$ cat src/rtl/lights_pkg.sv
// rtl/lights_pkg.sv - shared types and defaults for the LED lights sequencer
package lights_pkg;

    typedef enum logic {
        IDLE = 1'b0,
        HOLD = 1'b1
    } seq_state_t;

    localparam int DEBOUNCE_CYCLES_DEF = 4;
    localparam int MIN_GAP_DEF         = 2;
    localparam int PERIOD_W            = 8;

    // Colour codes stepped through by the LIGHTS block on each advance.
    typedef logic [2:0] colour_t;
    localparam colour_t COLOUR_OFF     = 3'd0;
    localparam colour_t COLOUR_RED     = 3'd1;
    localparam colour_t COLOUR_GREEN   = 3'd2;
    localparam colour_t COLOUR_YELLOW  = 3'd3;
    localparam colour_t COLOUR_BLUE    = 3'd4;
    localparam colour_t COLOUR_MAGENTA = 3'd5;
    localparam colour_t COLOUR_CYAN    = 3'd6;
    localparam colour_t COLOUR_WHITE   = 3'd7;

endpackage

$ cat src/rtl/lights_debounce.sv
// rtl/lights_debounce.sv - button synchroniser, debouncer and press pulse generator
module lights_debounce
    import lights_pkg::*;
#(
    parameter int DEBOUNCE_CYCLES = DEBOUNCE_CYCLES_DEF
) (
    input  logic clk,
    input  logic rst,
    input  logic btn_raw,
    output logic press
);
    localparam int CW = (DEBOUNCE_CYCLES > 1) ? $clog2(DEBOUNCE_CYCLES) : 1;
    localparam logic [CW-1:0] CNT_LAST = CW'(DEBOUNCE_CYCLES - 1);

    logic          sync1;
    logic          sync2;
    logic          level;
    logic          level_q;
    logic [CW-1:0] cnt;

    always_ff @(posedge clk) begin
        if (rst) begin
            sync1   <= 1'b0;
            sync2   <= 1'b0;
            level   <= 1'b0;
            level_q <= 1'b0;
            cnt     <= '0;
        end else begin
            sync1   <= btn_raw;
            sync2   <= sync1;
            level_q <= level;
            // Any cycle that agrees with the accepted level restarts the count.
            if (sync2 != level) begin
                if (cnt == CNT_LAST) begin
                    level <= sync2;
                    cnt   <= '0;
                end else begin
                    cnt <= cnt + 1'b1;
                end
            end else begin
                cnt <= '0;
            end
        end
    end

    assign press = level & ~level_q;

endmodule

$ cat src/rtl/lights_sequencer.sv
// rtl/lights_sequencer.sv - arbitrates manual and auto steps into spaced advance pulses
// Define LIGHTS_SEQ_AUTO_EN to compile in the auto-step timer; otherwise only presses step.
module lights_sequencer
    import lights_pkg::*;
#(
    parameter int DEBOUNCE_CYCLES = DEBOUNCE_CYCLES_DEF,
    parameter int MIN_GAP         = MIN_GAP_DEF
) (
    input  logic                clk,
    input  logic                rst,
    input  logic                btn_raw,
    input  logic                auto_en,
    input  logic [PERIOD_W-1:0] auto_period,
    output logic                advance,
    output logic                pending,
    output logic                holdoff
);
    localparam int GW = (MIN_GAP > 1) ? $clog2(MIN_GAP) : 1;
    localparam logic [GW-1:0] GAP_LAST = GW'((MIN_GAP > 0) ? MIN_GAP - 1 : 0);

    seq_state_t    state;
    seq_state_t    state_nx;
    logic [GW-1:0] gap_cnt;
    logic          press;
    logic          auto_req;
    logic          issue;
    logic          gap_done;

    lights_debounce #(
        .DEBOUNCE_CYCLES(DEBOUNCE_CYCLES)
    ) u_debounce (
        .clk    (clk),
        .rst    (rst),
        .btn_raw(btn_raw),
        .press  (press)
    );

`ifdef LIGHTS_SEQ_AUTO_EN
    logic [PERIOD_W-1:0] timer;

    // Equality compare: lowering the period below the count lets the timer run to wrap.
    assign auto_req = auto_en && (timer == auto_period);

    always_ff @(posedge clk) begin
        if (rst) begin
            timer <= '0;
        end else if (issue || !auto_en || auto_req) begin
            timer <= '0;
        end else begin
            timer <= timer + 1'b1;
        end
    end
`else
    logic unused_auto;
    assign unused_auto = auto_en ^ (^auto_period);
    assign auto_req    = 1'b0;
`endif

    assign gap_done = (gap_cnt == GAP_LAST);

    always_ff @(posedge clk) begin
        if (rst) begin
            state <= IDLE;
        end else begin
            state <= state_nx;
        end
    end

    // Manual (fresh press or held-over) takes priority; a losing auto request is simply dropped.
    always_comb begin
        state_nx = state;
        issue    = 1'b0;
        case (state)
            IDLE: begin
                if (press || pending || auto_req) begin
                    issue = 1'b1;
                    if (MIN_GAP > 0) begin
                        state_nx = HOLD;
                    end
                end
            end
            HOLD: begin
                if (gap_done) begin
                    state_nx = IDLE;
                end
            end
            default: state_nx = IDLE;
        endcase
    end

    always_comb begin
        holdoff = (state == HOLD);
    end

    always_ff @(posedge clk) begin
        if (rst) begin
            advance <= 1'b0;
            pending <= 1'b0;
            gap_cnt <= '0;
        end else begin
            advance <= issue;
            if (issue) begin
                pending <= 1'b0;
            end else if (press && (state == HOLD)) begin
                pending <= 1'b1;
            end
            if ((state == HOLD) && !gap_done) begin
                gap_cnt <= gap_cnt + 1'b1;
            end else begin
                gap_cnt <= '0;
            end
        end
    end

endmodule
$ cat config.mk
export PLATFORM = sky130hd
export DESIGN_NAME = lights_sequencer
export DESIGN_NICKNAME = d
export VERILOG_FILES = /design/src/rtl/lights_pkg.sv /design/src/rtl/lights_debounce.sv /design/src/rtl/lights_sequencer.sv
export SDC_FILE = /design/constraint.sdc
export NUM_CORES = 1
export LEC_CHECK = 0
export ABC_AREA = 0
export CAP_MARGIN = 40
export CORE_AREA = 2 2 39 41
export CTS_CLUSTER_DIAMETER = 50
export DETAILED_ROUTE_END_ITERATION = 10
export DIE_AREA = 0 0 41 43
export HOLD_SLACK_MARGIN = 0.02
export RECOVER_POWER = 50
export SKIP_CTS_REPAIR_TIMING = 1
export SYNTH_ARGS = -nofsm -noshare
export SYNTH_HDL_FRONTEND = slang
export SYNTH_SLANG_ARGS = --single-unit
export TNS_END_PERCENT = 20
$ cat constraint.sdc
create_clock -name clk -period 1 [get_ports clk]
set_input_delay 0.15 -clock clk [delete_from_list [all_inputs] [get_ports clk]]
set_output_delay 0.15 -clock clk [all_outputs]
set_load 0.03 [all_outputs]
==> impl_results.rst <==
.. list-table::
   :header-rows: 1

   * - Metric
     - Value
   * - DR WL/cell
     - between 8 and 9 µm
   * - Initial cell density of the core
     - between 20% and 30%
   * - H-Tree Depth
     - 1
   * - CP max-delay cell
     - sky130_fd_sc_hd__dlygate4sd3_1
   * - Clock transition at the register clock pins on the worst setup and hold paths after CTS
     - 70 ps
   * - Worst Path Buf+Inv
     - 2
   * - Endpoint type of the worst setup path
     - flip-flop
   * - Minimum setup slack in the final design
     - 56.57 ps
   * - Setup repair after global routing missed its margin
     - false
   * - Total Die Area
     - 1763 µm²
   * - Maximum number of pins on one net before global-route repair
     - 9
   * - Top fanout value on the critical path
     - 8
   * - Fill count
     - 144
   * - Most crowded layer after global routing
     - met1
   * - Post-DP Area
     - between 300 and 400 µm²
   * - Slew at the pin closest to its max-slew limit
     - 293.7 ps
   * - Remaining antenna violation count after routing
     - 0
   * - Max-capacitance violation count
     - 0
   * - Layout cell share with drive strength beyond 1
     - 29.73%
   * - Global route total overflow
     - 0
   * - Gpl congestion
     - a little over 0.6
   * - Worst vdd ir
     - 0.0006532 V
   * - First-pass GRT wire length
     - 683 µm
   * - Clock tree from TritonCTS
     - built
   * - Post-route clock skew
     - 2.780 ps
   * - Antenna fix cells
     - 0
   * - Core area
     - around 1400 µm²
   * - Syn_area_per_cell
     - 11.62 µm²
   * - CTS buffer count
     - 3
   * - CP Launch Type
     - input pin
   * - Boundary Pins
     - 15
   * - Kind of critical path
     - input pin to flip-flop
   * - Crit path DAT
     - 1100 ps
   * - Distinct cell type count after synthesis
     - 14
   * - Overall via count from detail_route
     - 228
   * - Tightest Hold Check Type
     - flip-flop to flip-flop
   * - DRC violation total after the first TritonRoute iteration
     - 7
   * - Routing usage on met1
     - 7.869%
   * - FF+latch count, synth
     - 10
   * - Share of the synthesized area in the top cell type
     - 61.54%
   * - Hold Violations, Final
     - 0
   * - Number of I/O port buffers
     - 5
   * - Area overhead of the layout relative to synthesis
     - 32.31%
   * - Netlist area before placement
     - 325.3 µm²
   * - Total DRC errors in the routed layout
     - 0
   * - Cell accounting for the most synthesized area
     - sky130_fd_sc_hd__dfxtp_1
   * - Total track usage
     - 6.364%
   * - Top post-synthesis cells by area
     - sky130_fd_sc_hd__dfxtp_1 (62%), sky130_fd_sc_hd__nor2b_1 (5.8%), sky130_fd_sc_hd__nor4b_2 (4.6%)
   * - # clock sinks
     - 10
   * - Number of cells produced by synthesis
     - 28
   * - Cell leakage power
     - 0.1615 nW
   * - Crit path max-delay family
     - buffers and inverters
   * - Chip height
     - 43 µm
   * - Overall routed net length
     - roughly 430 µm
   * - Critical path cell sequence
     - dlygate4sd3_1 > clkbuf_4 > nor2b_1
   * - Utilization after layout
     - between 30% and 40%
   * - Period minus WS final
     - 943.4 ps
   * - Mapped Nets
     - between 40 and 50
   * - Critical path required time
     - between 1000 and 1500 ps
   * - Vias in the first global route
     - approximately 170
   * - Final setup viols
     - 0
   * - Met2 track demand over resource
     - 6.563%
   * - HPWL after detailed placement
     - 310.5 µm
   * - Place WS
     - -129.3 ps
   * - Maximum root-to-sink buffer count
     - 2
   * - Share of the yosys chip area belonging to registers
     - 61.54%
   * - Worst path max stage delay
     - 700 ps
   * - Status
     - completed
   * - Drt pass-1 iters
     - 4
   * - Count of standard-cell rows
     - 14
   * - Final instance count without filler cells
     - 53
   * - Library cell used as clock root buffer
     - sky130_fd_sc_hd__clkbuf_4
   * - Post-Layout Inst Area
     - 430.4 µm²
   * - Period Utilization, post-route
     - 94.34%
   * - Clk Latency, worst-skew pair
     - approximately 260 ps
   * - Floorplan die width
     - 41 µm
   * - Via density per instance
     - 4.302
   * - Peak clock frequency supported by timing
     - 1.060 GHz
   * - Number of pins with negative max-slew slack in the final report
     - 0
   * - Net count reported at finish
     - 51
   * - Instance count after placement with tap cells included
     - between 40 and 50
   * - FF+latch area
     - 201.4 µm²
   * - Sum of negative setup slack
     - 0 ps
   * - Relative slew slack
     - 80.35%
   * - Synth Warn #
     - 0
   * - P per Cell Area
     - 1810 nW/µm²
   * - Area occupied by multi-input gates
     - 118.9 µm²
   * - Initial antenna violation count
     - 0
   * - Met3 global-route usage
     - about 4.7%
==> power breakdown <==
part	total [mW]	internal (mW)	switching, mW	leakage [nW]
clock network	0.353	0.221	0.132	0.0210
registers	0.405	0.403	0.00206	0.0816
logic	0.0209	0.0129	0.00799	0.0590
total	0.779	0.637	0.142	0.162
==> cell usage in the layout, fill, tap and decap left out <==
cell type / n
sky130_fd_sc_hd__dlygate4sd3_1: 1
sky130_fd_sc_hd__clkdlybuf4s50_1: 1
sky130_fd_sc_hd__mux2i_1: 1
sky130_fd_sc_hd__nand2b_1: 2
sky130_fd_sc_hd__xnor2_1: 1
sky130_fd_sc_hd__dfxtp_2: 1
sky130_fd_sc_hd__dfxtp_1: 9
sky130_fd_sc_hd__buf_4: 3
sky130_fd_sc_hd__a211oi_1: 1
sky130_fd_sc_hd__clkbuf_8: 1
sky130_fd_sc_hd__ha_2: 1
sky130_fd_sc_hd__nor4_1: 1
sky130_fd_sc_hd__nor2b_1: 3
sky130_fd_sc_hd__clkbuf_4: 4
sky130_fd_sc_hd__nor4b_2: 1
sky130_fd_sc_hd__inv_1: 1
sky130_fd_sc_hd__a21oi_1: 1
sky130_fd_sc_hd__nor2_1: 3
sky130_fd_sc_hd__a221oi_1: 1
==> synth_stat cells <==
| library cell | number |
|---|---|
| sky130_fd_sc_hd__nor4b_2 | 1 |
| sky130_fd_sc_hd__nor2_1 | 3 |
| sky130_fd_sc_hd__a211oi_1 | 1 |
| sky130_fd_sc_hd__mux2i_1 | 1 |
| sky130_fd_sc_hd__dfxtp_1 | 10 |
| sky130_fd_sc_hd__inv_1 | 1 |
| sky130_fd_sc_hd__a221oi_1 | 1 |
| sky130_fd_sc_hd__nand2b_1 | 2 |
| sky130_fd_sc_hd__clkbuf_2 | 1 |
| sky130_fd_sc_hd__a21oi_1 | 1 |
| sky130_fd_sc_hd__xnor2_1 | 1 |
| sky130_fd_sc_hd__ha_1 | 1 |
| sky130_fd_sc_hd__nor2b_1 | 3 |
| sky130_fd_sc_hd__nor4_1 | 1 |
==> stage by stage <==
step                      hold slack, ps  power [mW]
after floorplan                    278.2      0.4254
after global placement             410.4      0.4363
after detailed placement           414.7      0.4364
after CTS                          433.8      0.7893
after global routing               451.4      0.8172
final                              434.7      0.7789
==> flip-flops by register name, summed over array words and instances (netlist names) <==
name and flops:
advance 1, gap_cnt 1, u_debounce.sync2 1, u_debounce.cnt 2, u_debounce.level 1, pending 1, u_debounce.sync1 1, holdoff 1
u_debounce.level_q 1
==> worst paths after layout <==
check | startpoint | to | slack, ps | cells past startpoint
hold / removal | gap_cnt | gap_cnt | 430 | 1
hold reg to reg | gap_cnt | gap_cnt | 430 | 1
setup reg to reg | u_debounce.cnt[0] | u_debounce.level | 90 | 3
setup / recovery | rst | u_debounce.sync1 | 60 | 3
==> final cells by class <==
cell class | count | area share [%]
flip-flops and latches | 10 | 46.80
multi-input cells | 16 | 27.62
repair buffers | 6 | 11.63
clock buffers | 4 | 8.430
well taps | 16 | 4.651
inverters | 1 | 0.8721
==> cells by family after synthesis <==
logic type,count (synthesis),share of synthesized area [%]
and+or+nand+nor,10,19.62
muxes,1,3.077
buffers and inverters,2,2.690
DFF,10,61.54
AOI/OAI and AO/OA,3,6.538
xor gates and xnor gates,1,2.693
adders and majority gates,1,3.846
==> per-layer routing <==
metal,wire length [µm],share of wire [%]
met5,0,0
met4,8,1.9
met3,33,7.7
met2,184,43
met1,201,47
Power figures use the tool's default switching activity.
==> edit (same flow settings) <==
The option `LIGHTS_SEQ_AUTO_EN` is turned on by a define.
--- a/src/rtl/lights_sequencer.sv
+++ b/src/rtl/lights_sequencer.sv
@@ -2,2 +2,4 @@
 // Define LIGHTS_SEQ_AUTO_EN to compile in the auto-step timer; otherwise only presses step.
+`define LIGHTS_SEQ_AUTO_EN
+
 module lights_sequencer
Check against the original RTL: not equivalent (Yosys sat finds a counterexample within 4 cycles, from zero or initial values and one cycle with rst high).
==> edit against the unedited design <==
  * The run now ends with setup timing left
  * Non-clock buffer count rose by 22
  * Core utilization rose by 48 points
  * Register-to-register slack got worse by 0.28 ns
  * Final area rose to 2.5 times the old value
  * Hold slack got worse by 0.036 ns
  * Sequential share of layout area fell by 13 points
  * Wire length rose to 3.1 times the old value
  * Area after synthesis rose by 130%
  * Critical path depth rose by 2
  * Power rose by 65%
  * Setup slack got worse by 0.24 ns
  * Sequential cell count rose by 8
  * Largest cell class is now multi-input gates
  * Highest routed layer unchanged
==> edit: results <==
[status]
outcome = finished, violations left
failed_checks = setup timing

[critical_path]
critPathArrivalTime_ns = 1.36
worst-path-max-fanout = 10
regToRegEndpoint = timer[2]
reg2reg_from = timer[5]

[yosys]
synth_area_leaders = dfxtp_1 48%, xnor2_1 14%, nor3_1 5.4%
netlist_top_cells_count = 18 x dfxtp_1, 12 x xnor2_1, 8 x nor3_1
synth_compound_area_share_pct = 4.19
yosysSeqAreaShare_pct = 48.3
synth_adder_area_share_pct = 3.36
synth.distinct_cells = 22

[timing]
worst_slack_ns = -0.187
worst_pin_slew_ns = 0.347
final-setup-viol-count = 12
clock_skew_ns = 0.00339

[min_path]
min_to = u_debounce.sync1
hold_depth = 2
hold_start = btn_raw
hold_path.class = in2reg

[pwr]
p_leak_nw = 0.432
vdd_drop_max_v = 0.000995

[place]
gp_congestion = 0.709
dp_worst_setup_slack_ns = -0.487
dpl.hpwl_mm = 1.03

[route]
drt-met1-wl_um = 627
vias_per_cell = 4.78
dr_wl_met2_um = 639

[grt]
grt_pass1_wl_mm = 2.38

[clock_tree]
clkLatencyLatePin_ns = 0.29
clkSlewWorstSetupHoldPaths_ns = 0.10

[finish]
fin_nets = 123
-- edit: metal layers --
metal	vias up	global-route usage (%)
li1	319	-
met1	263	24.8
met2	9	30.3
met3	2	4.71
met4	0	14.0
met5	-	0
-- edit: layout make-up --
class	instances	area (sq um)
well taps	16	20.0
flip-flops and latches	18	372
clock buffers	4	36.3
repair buffers	28	250
inverters	3	11.3
fillers	102	294
multi-input cells	55	400
-- edit: worst max-delay path by stage --
stage,start,end,slack (ns),depth (start not counted)
final,timer[5],timer[2],-0.19,5
after global routing,timer[5],advance,-0.29,5
after CTS,timer[4],timer[2],-0.22,5
after detailed placement,auto_period[7],timer[2],-0.49,6
after global placement,auto_period[7],timer[2],-0.45,6
after floorplan,timer[4],timer[2],-0.12,4
-- edit: power breakdown --
part	switching [mW]	internal, mW	leakage, nW	total (mW)
clock network	0.219	0.222	0.0210	0.440
logic	0.0419	0.0746	0.261	0.117
registers	0.00484	0.724	0.149	0.728
-- edit: worst max-delay path: stages (launching register included) --
cell and delay (ns):
dfxtp_2 0.35, xnor2_2 0.15, nand4_1 0.15, nor3_4 0.22, buf_12 0.14, nor3_1 0.05
-- edit: kinds of logic after synthesis --
family,Yosys count
AO/OA/AOI/OAI,5
XOR/XNOR,15
buffers and inverters,3
flip-flops,18
multiplexers,1
adder cells (fa/ha/maj),2
AND/OR/NAND/NOR,32
-- edit: metrics by stage --
step	hold WS (ns)	TNS, ns	cells	instance area, sq um
after floorplan	0.222	-1.19	76	756
after global placement	0.403	-5.01	120	1030
after detailed placement	0.413	-5.32	120	1030
after CTS	0.388	-2.34	124	1060
after global routing	0.421	-2.94	124	1090
final	0.398	-1.81	124	1090
